### src/rtl/fifo_ctrl_8byte_pkg.sv
// Shared parameters and FSM encoding for the 8-byte FIFO controller.
package fifo_ctrl_8byte_pkg;

  localparam int DW    = 8;
  localparam int AW    = 3;
  localparam int DEPTH = 2 ** AW;

  // state    | meaning
  // ST_IDLE  | port free; a fetch may be issued if memory holds data
  // ST_FETCH | read in flight; mem_rdata is captured at the end of this cycle
  typedef enum logic {
    ST_IDLE  = 1'b0,
    ST_FETCH = 1'b1
  } state_t;

endpackage

### src/rtl/fifo_ctrl_8byte_ptr_cnt.sv
// Read/write pointers and memory occupancy for the FIFO controller.
module fifo_ctrl_8byte_ptr_cnt
  import fifo_ctrl_8byte_pkg::*;
#(
  parameter int P_AW = AW
) (
  input  logic            i_clk,
  input  logic            i_rst_n,
  input  logic            i_wr_en,
  input  logic            i_rd_en,
  output logic [P_AW-1:0] o_wr_ptr,
  output logic [P_AW-1:0] o_rd_ptr,
  output logic [P_AW:0]   o_mem_cnt,
  output logic            o_full,
  output logic            o_empty
);

  localparam logic [P_AW-1:0] PTR_ONE = 1;
  localparam logic [P_AW:0]   CNT_ONE = 1;
  localparam logic [P_AW:0]   CNT_MAX = {1'b1, {P_AW{1'b0}}};

  logic [P_AW-1:0] r_wr_ptr;
  logic [P_AW-1:0] r_rd_ptr;
  logic [P_AW:0]   r_mem_cnt;

  // Pointers wrap naturally at 2**P_AW; count tracks words held in memory.
  always_ff @(posedge i_clk or negedge i_rst_n) begin
    if (!i_rst_n) begin
      r_wr_ptr  <= '0;
      r_rd_ptr  <= '0;
      r_mem_cnt <= '0;
    end else begin
      if (i_wr_en) r_wr_ptr <= r_wr_ptr + PTR_ONE;
      if (i_rd_en) r_rd_ptr <= r_rd_ptr + PTR_ONE;
      case ({i_wr_en, i_rd_en})
        2'b10:   r_mem_cnt <= r_mem_cnt + CNT_ONE;
        2'b01:   r_mem_cnt <= r_mem_cnt - CNT_ONE;
        default: r_mem_cnt <= r_mem_cnt;
      endcase
    end
  end

  assign o_wr_ptr  = r_wr_ptr;
  assign o_rd_ptr  = r_rd_ptr;
  assign o_mem_cnt = r_mem_cnt;
  assign o_full    = (r_mem_cnt == CNT_MAX);
  assign o_empty   = (r_mem_cnt == '0);

endmodule

### src/rtl/fifo_ctrl_8byte.sv
// FIFO controller in front of a single-port 8-byte memory with a
// prefetched, registered head-of-queue output.
module fifo_ctrl_8byte
  import fifo_ctrl_8byte_pkg::*;
(
  input  logic          i_clk,
  input  logic          i_rst_n,
  input  logic          i_push_valid,
  output logic          o_push_ready,
  input  logic [DW-1:0] i_push_data,
  output logic          o_out_valid,
  input  logic          i_out_ready,
  output logic [DW-1:0] o_out_data,
  output logic [AW:0]   o_level,
  output logic [AW-1:0] o_mem_addr,
  output logic [DW-1:0] o_mem_wdata,
  output logic          o_mem_wr_bar,
  output logic          o_mem_rd_bar,
  output logic          o_mem_en,
  input  logic [DW-1:0] i_mem_rdata
);

  state_t          r_state;
  state_t          w_state_nxt;
  logic            r_out_valid;
  logic [DW-1:0]   r_out_data;
  logic            w_fetch_go;
  logic            w_push_ready;
  logic            w_wr;
  logic [AW-1:0]   w_wr_ptr;
  logic [AW-1:0]   w_rd_ptr;
  logic [AW:0]     w_mem_cnt;
  logic            w_full;
  logic            w_empty;

  fifo_ctrl_8byte_ptr_cnt #(.P_AW(AW)) u_ptr_cnt (
    .i_clk     (i_clk),
    .i_rst_n   (i_rst_n),
    .i_wr_en   (w_wr),
    .i_rd_en   (w_fetch_go),
    .o_wr_ptr  (w_wr_ptr),
    .o_rd_ptr  (w_rd_ptr),
    .o_mem_cnt (w_mem_cnt),
    .o_full    (w_full),
    .o_empty   (w_empty)
  );

  // FSM state register.
  always_ff @(posedge i_clk or negedge i_rst_n) begin
    if (!i_rst_n) r_state <= ST_IDLE;
    else          r_state <= w_state_nxt;
  end

  // Next state, port arbitration (fetch beats write) and memory strobes.
  // Gating with i_rst_n keeps the port quiet and push_ready low while held.
  always_comb begin
    w_state_nxt  = r_state;
    w_fetch_go   = 1'b0;
    o_mem_en     = 1'b0;
    o_mem_wr_bar = 1'b1;
    o_mem_rd_bar = 1'b1;
    o_mem_addr   = w_rd_ptr;
    o_mem_wdata  = i_push_data;
    case (r_state)
      ST_IDLE: begin
        w_fetch_go = i_rst_n & !w_empty & (!r_out_valid | i_out_ready);
        if (w_fetch_go) w_state_nxt = ST_FETCH;
      end
      ST_FETCH: w_state_nxt = ST_IDLE;
      default:  w_state_nxt = ST_IDLE;
    endcase
    w_push_ready = i_rst_n & !w_full & !w_fetch_go;
    w_wr         = i_push_valid & w_push_ready;
    if (w_fetch_go) begin
      o_mem_en     = 1'b1;
      o_mem_rd_bar = 1'b0;
    end else if (w_wr) begin
      o_mem_en     = 1'b1;
      o_mem_wr_bar = 1'b0;
      o_mem_addr   = w_wr_ptr;
    end
  end

  // Output register: a load from memory wins over a same-cycle consume.
  always_ff @(posedge i_clk or negedge i_rst_n) begin
    if (!i_rst_n) begin
      r_out_valid <= 1'b0;
      r_out_data  <= '0;
    end else if (r_state == ST_FETCH) begin
      r_out_valid <= 1'b1;
      r_out_data  <= i_mem_rdata;
    end else if (r_out_valid && i_out_ready) begin
      r_out_valid <= 1'b0;
    end
  end

  assign o_push_ready = w_push_ready;
  assign o_out_valid  = r_out_valid;
  assign o_out_data   = r_out_data;
  assign o_level      = w_mem_cnt
                      + {{AW{1'b0}}, (r_state == ST_FETCH)}
                      + {{AW{1'b0}}, r_out_valid};

endmodule

### config.mk
export PLATFORM = sky130hd
export DESIGN_NAME = fifo_ctrl_8byte
export DESIGN_NICKNAME = d
export VERILOG_FILES = /design/src/rtl/fifo_ctrl_8byte_pkg.sv /design/src/rtl/fifo_ctrl_8byte_ptr_cnt.sv /design/src/rtl/fifo_ctrl_8byte.sv
export SDC_FILE = /design/constraint.sdc
export NUM_CORES = 1
export LEC_CHECK = 0
export ABC_AREA = 1
export BUFFER_PORTS_ARGS = -buffer_cell sky130_fd_sc_hd__buf_2
export CAP_MARGIN = 0
export CORE_MARGIN = 4
export CORE_UTILIZATION = 47
export DETAILED_ROUTE_END_ITERATION = 10
export PLACE_DENSITY = 0.81
export SYNTH_ARGS = -nofsm -noshare
export SYNTH_HDL_FRONTEND = slang
export SYNTH_SLANG_ARGS = --single-unit
### constraint.sdc
create_clock -name i_clk -period 2.4 [get_ports i_clk]
set_clock_uncertainty 0.05 [all_clocks]
set_input_delay 0.48 -clock i_clk [delete_from_list [all_inputs] [get_ports i_clk]]
set_output_delay 0.48 -clock i_clk [all_outputs]
set_load 0.03 [all_outputs]
==> results of run 1 <==
## layout by cell type (no fill, tap or decap), types with 3 or more instances in the layout
cell,n
buf_2,29
buf_4,7
clkbuf_4,3
dfrtp_1,17
dfrtp_2,3
ha_1,8
inv_1,13
nand2_1,48
nand3_1,4
nand4_1,3
nor2_1,4
xor2_1,5
## how the worst max path moves through the flow
stage | to | startpoint | cells after the start
2_1_floorplan | u_ptr_cnt.o_mem_cnt[1] | o_out_valid | 11
3_3_place_gp | u_ptr_cnt.o_mem_cnt[1] | i_out_ready | 11
3_5_place_dp | u_ptr_cnt.o_mem_cnt[1] | i_out_ready | 11
4_1_cts | o_mem_wr_bar | r_state | 10
5_1_grt | o_mem_en | u_ptr_cnt.o_mem_cnt[3] | 8
6_report | o_mem_en | u_ptr_cnt.o_mem_cnt[1] | 8
## critical path, delay by kind of cell (launching register included)
family        cells  cell delay (ps)
buf+inv           3              360
simple gates      4              470
fa+ha+maj         1              170
flops             1              480
## synth_stat cells
master	n
dfrtp_1	20
nand3_1	4
buf_6	1
nor2_4	2
nor2_1	4
inv_2	2
nand4_1	3
ha_1	8
o21ai_1	2
clkinv_4	1
inv_1	13
xnor2_1	2
inv_8	1
buf_4	8
o21ai_2	1
nand3_4	1
nand2_1	48
a31oi_4	1
nand3_2	1
nand2_4	1
xor2_1	5
a21oi_1	2
fa_1	1
mux2_2	1
## cell families after synthesis
| kind of cell | share of synthesized area, % |
|---|---|
| adder cells (fa/ha/maj) | 10.1 |
| AND/OR/NAND/NOR | 24.9 |
| buffers and inverters | 12.4 |
| flip-flops | 42.2 |
| multiplexers | 0.949 |
| XOR/XNOR | 5.17 |
| AO/OA/AOI/OAI | 4.22 |
## final cells by class
class | count | area [um2]
multi-input combinational | 87 | 538
sequential | 20 | 504
clock inverter | 1 | 30.0
fill | 188 | 842
inverter | 17 | 76.3
timing repair buffer | 39 | 249
tap | 28 | 35.0
clock buffer | 3 | 22.5
## stage by stage
stage          total power, uW  hold WS, ps
2_1_floorplan             1570          134
3_3_place_gp              1810          400
3_5_place_dp              1860          410
4_1_cts                   2150         99.7
5_1_grt                   2370          111
6_report                  2190         99.4
## registers in the layout (all words and copies together), names as in the netlist
| name | count |
|---|---|
| o_out_data | 8 |
| o_out_valid | 1 |
| r_state | 1 |
| u_ptr_cnt.o_mem_cnt | 4 |
| u_ptr_cnt.o_rd_ptr | 3 |
| u_ptr_cnt.o_wr_ptr | 3 |
## metal layers
metal  track usage, %  vias to the layer above  share of wire (%)
li1                 -                      473                  -
met1             19.6                      437                 44
met2             25.5                       36                 46
met3             4.01                        2                9.0
met4             6.29                        0               0.72
met5                0                        -                  0
## where the power goes
part | switching, uW | total (uW) | internal, uW
Clock | 105 | 273 | 169
Combinational | 833 | 1270 | 433
Sequential | 148 | 651 | 503
## timing repair
action	CTS	global route
resized for setup	5	3
buffers inserted	0	4
pin swaps	0	1
endpoints found under the setup margin	2	6
gates cloned	0	1
==> out/results.ini, run 1 <==
[sta]
relSlewSlack_pct=82.9
fin_crit_ps=2310
tightestPinTransition_ps=257
setup_viol=0
setup-tns-final_ps=0
hold_viol_final=0
period_share_pct=96.4
worst_slack_ps=87.2
slew_violations=0
fmax_ghz=0.432

[worst_setup_path]
worst_path_max_delay_cell=dfrtp_2
max_stage_delay_ps=480
worst-setup-path-type=reg2out
r2r_cells=11
arrival_ps=1780
rrSetupSlack_ps=200
crit_path_end_kind=output pin
rr_startpoint=u_ptr_cnt.o_mem_cnt[1]
required_ps=1870
r2r_end=u_ptr_cnt.o_mem_cnt[1]
startpoint_type=flop
critPathMaxFanout=7
path_cells=nor2_4 > nand3_2 > nand2_4 > nand3_4 > buf_8 > ha_1 > inv_1 > buf_4

[clocking]
cts_tree=built
hold_buffers=0
cts_max_path_buffers=2
numCtsBuffers=3
htree_levels=1
clk_latency_ps=300
cts_root_buf=clkbuf_4
clk_pin_slew_ps=120
cts.sinks=20

[drt]
firstDrtPassIters=4
vias=948
first_iter_violations=35
drc=0
drt-wirelength-per-cell_um=12.0
ant_nets=0
vias_per_cell=4.86
routed_wl_um=2350

[die]
die_h_um=58.2
start_util_pct=51.6
pin_count=48
rows=17
die_width_um=58.2
coreArea_um2=2300
dieArea_um2=3390

[grt]
grt.total_usage_pct=15.6
grt_pass1_vias=945
grt_max_degree=21
antenna_found_initial=0
grt_overflow_total=0
grt_pass1_wl_um=4080

[yosys]
yosysWarnings=0
yosys_register_bits=20
synth.net_count=162
yosysTopAreaCell=dfrtp_1
yosysSeqAreaShare_pct=42.2
synthTopCellsByArea=dfrtp_1 42%, nand2_1 15%, ha_1 8.4%, buf_4 5.1%, inv_1 4.1%
synthCells=133
ys_types=24
syn_avg_cell_area_um2=8.92
synth_area_um2=1190
yosysTopAreaCellShare_pct=42.2

[power]
leakage_uw=0.000809
power_density_nw_per_um2=1500
irDropWorstVdd_mv=0.950

[placement]
place_congestion=0.854
dp_cells=186
dp_hpwl_um=1770
dp_slack_ps=133
portBuffers=31
dpl_cell_area_um2=1330

[outcome]
outcome=completed

[layout]
area_growth_pct=22.7
final_area_um2=1460
fin_util_pct=63.3
nets=197
n_antenna_cell=0
drive_gt1_share_pct=34.7
finalNonFillerCells=195

[flow_run]
drv_cap=0

[hold_path]
hold_path_class=in2async

(Power assumes the default switching activity.)
==> inputs of run 2 (changes only) <==
--- a/config.mk
+++ b/config.mk
@@ -9,9 +9,9 @@
 export BUFFER_PORTS_ARGS = -buffer_cell sky130_fd_sc_hd__buf_2
 export CAP_MARGIN = 0
 export CORE_MARGIN = 4
-export CORE_UTILIZATION = 47
+export CORE_UTILIZATION = 51
 export DETAILED_ROUTE_END_ITERATION = 10
-export PLACE_DENSITY = 0.81
+export PLACE_DENSITY = 0.87
 export SYNTH_ARGS = -nofsm -noshare
 export SYNTH_HDL_FRONTEND = slang
 export SYNTH_SLANG_ARGS = --single-unit
==> constraint.sdc (replaced) <==
create_clock -name i_clk -period 2.9 [get_ports i_clk]
set_clock_uncertainty 0.05 [all_clocks]
set_input_delay 0.58 -clock i_clk [delete_from_list [all_inputs] [get_ports i_clk]]
set_output_delay 0.58 -clock i_clk [all_outputs]
set_load 0.03 [all_outputs]
==> out/results.ini, run 2 (synthesis results as in run 1) <==
[outcome]
outcome=completed

[layout]
n_antenna_cell=0  ; unchanged
multi_input_area_um2=538  ; unchanged
seqCellArea_um2=500  ; -0.74%
mostFrequentLayoutCells=48 x nand2_1, 31 x buf_2, 20 x dfrtp_1
drive_gt1_share_pct=29.6  ; -5.2 points
largest_reg_flops=8  ; unchanged
nets=190  ; -3.6%
area_growth_pct=12.6
n_fill_cell=198  ; +5.3%
final_common_cell=nand2_1

[flow_run]
drv_cap=0  ; unchanged

[grt]
grt_max_degree=21  ; unchanged
grt.total_usage_pct=15.7  ; +0.15 points
grt_overflow_total=0  ; unchanged
antenna_found_initial=0  ; unchanged
grt_pass1_wl_um=3950  ; -3.2%
grt_pass1_vias=955  ; +1.1%

[sta]
tightestPinTransition_ps=402  ; +144 ps
fin_crit_ps=2640
hold_viol_final=0  ; unchanged
finalHoldWorstSlack_ps=197  ; +97.6 ps
fmax_ghz=0.379
setup-tns-final_ps=0  ; unchanged
setup_viol=0  ; unchanged
rsz0062_at_grt=no
relSlewSlack_pct=73.2  ; -9.6 points
period_share_pct=91.0
slew_violations=0  ; unchanged
worst_slack_ps=262  ; +175 ps

[drt]
ant_nets=0  ; unchanged
drc=0  ; unchanged
vias_per_cell=4.91  ; +1.1%
drt-wirelength-per-cell_um=12.2  ; +1.5%
first_iter_violations=13  ; -63%
vias=919  ; -3.1%
routed_wl_um=2280  ; -2.6%
firstDrtPassIters=4  ; unchanged

[clocking]
cts.sinks=20  ; unchanged
cts_max_path_buffers=2  ; unchanged
htree_levels=1  ; unchanged
cts_tree=built
post_cts_resized=0  ; -5
numCtsBuffers=3  ; unchanged
clk_latency_ps=300  ; about the same
cts_root_buf=clkbuf_4
cts_setup_buffers=0  ; unchanged
hold_buffers=0  ; unchanged
clk_pin_slew_ps=100  ; -20 ps

[die]
dieArea_um2=3160  ; -6.8%
pin_count=48  ; unchanged
start_util_pct=53.6  ; +2.0 points
coreArea_um2=2210  ; -3.7%
rows=17  ; unchanged
die_h_um=56.2  ; -3.5%
die_width_um=56.2  ; -3.5%

[worst_setup_path]
arrival_ps=2010  ; +230 ps
r2r_cells=11  ; unchanged
worst-setup-path-type=reg2out
crit_path_end_kind=output pin
required_ps=2270  ; +400 ps
rr_startpoint=r_state
critPathMaxFanout=10  ; +3
r2r_end=u_ptr_cnt.o_mem_cnt[1]
rrSetupSlack_ps=490  ; +290 ps
startpoint_type=flop

[placement]
dp_hpwl_um=1810  ; +2.5%
place_congestion=0.858  ; +0.46%
dp_slack_ps=360  ; +227 ps
portBuffers=31  ; unchanged

[power]
irDropWorstVdd_mv=0.666  ; -30%
power_density_nw_per_um2=1240  ; -18%
leakage_uw=0.000750  ; -7.3%

[hold_path]
hold_path_class=in2async

[run 2: worst max-delay path by stage]
| stage | start | endpoint | slack, ps |
|---|---|---|---|
| 3_3_place_gp | i_out_ready | u_ptr_cnt.o_mem_cnt[1] | 490 |
| 6_report | r_state | o_level[2] | 260 |
| 3_5_place_dp | i_out_ready | u_ptr_cnt.o_mem_cnt[1] | 360 |
| 2_1_floorplan | o_out_valid | o_level[2] | 520 |
| 4_1_cts | r_state | o_level[2] | 240 |
| 5_1_grt | r_state | o_level[2] | 180 |
[run 2: through the flow]
stage                     std cells  util [%]  power, uW  area, um2
final                           187      60.4       1650       1340
after global routing            187      60.4       1790       1340
after CTS                       187      60.4       1670       1340
after detailed placement        184      59.3       1540       1310
after global placement          184      59.3       1480       1310
after floorplan                 133         -       1300       1190
[run 2: power by group]
group          internal, uW  total [uW]  switching (uW)
registers               412         545             133
clock network          48.4         128            79.3
logic                   313         977             664
total                   773        1650             877
[run 2: cell type report]
class / instances / share of cell area, %
Tap cell: 28 / 2.62
Clock buffer: 3 / 1.69
Inverter: 17 / 5.72
Timing Repair Buffer: 32 / 12.2
Multi-Input combinational cell: 87 / 40.3
Sequential cell: 20 / 37.5
[run 2: metal layers]
metal / share of wire, % / GRT usage [%] / wire (um)
met5: 0 / 0 / 0
met4: 1.9 / 6.44 / 44
met3: 6.7 / 4.18 / 153
met2: 50 / 28.5 / 1150
met1: 41 / 17.1 / 937
[run 2: worst max-delay path: stages, from the launching register on]
cell	delay (ps)
dfrtp_1	600
inv_8	80
fa_1	400
inv_1	90
ha_1	150
xor2_1	160
buf_2	220
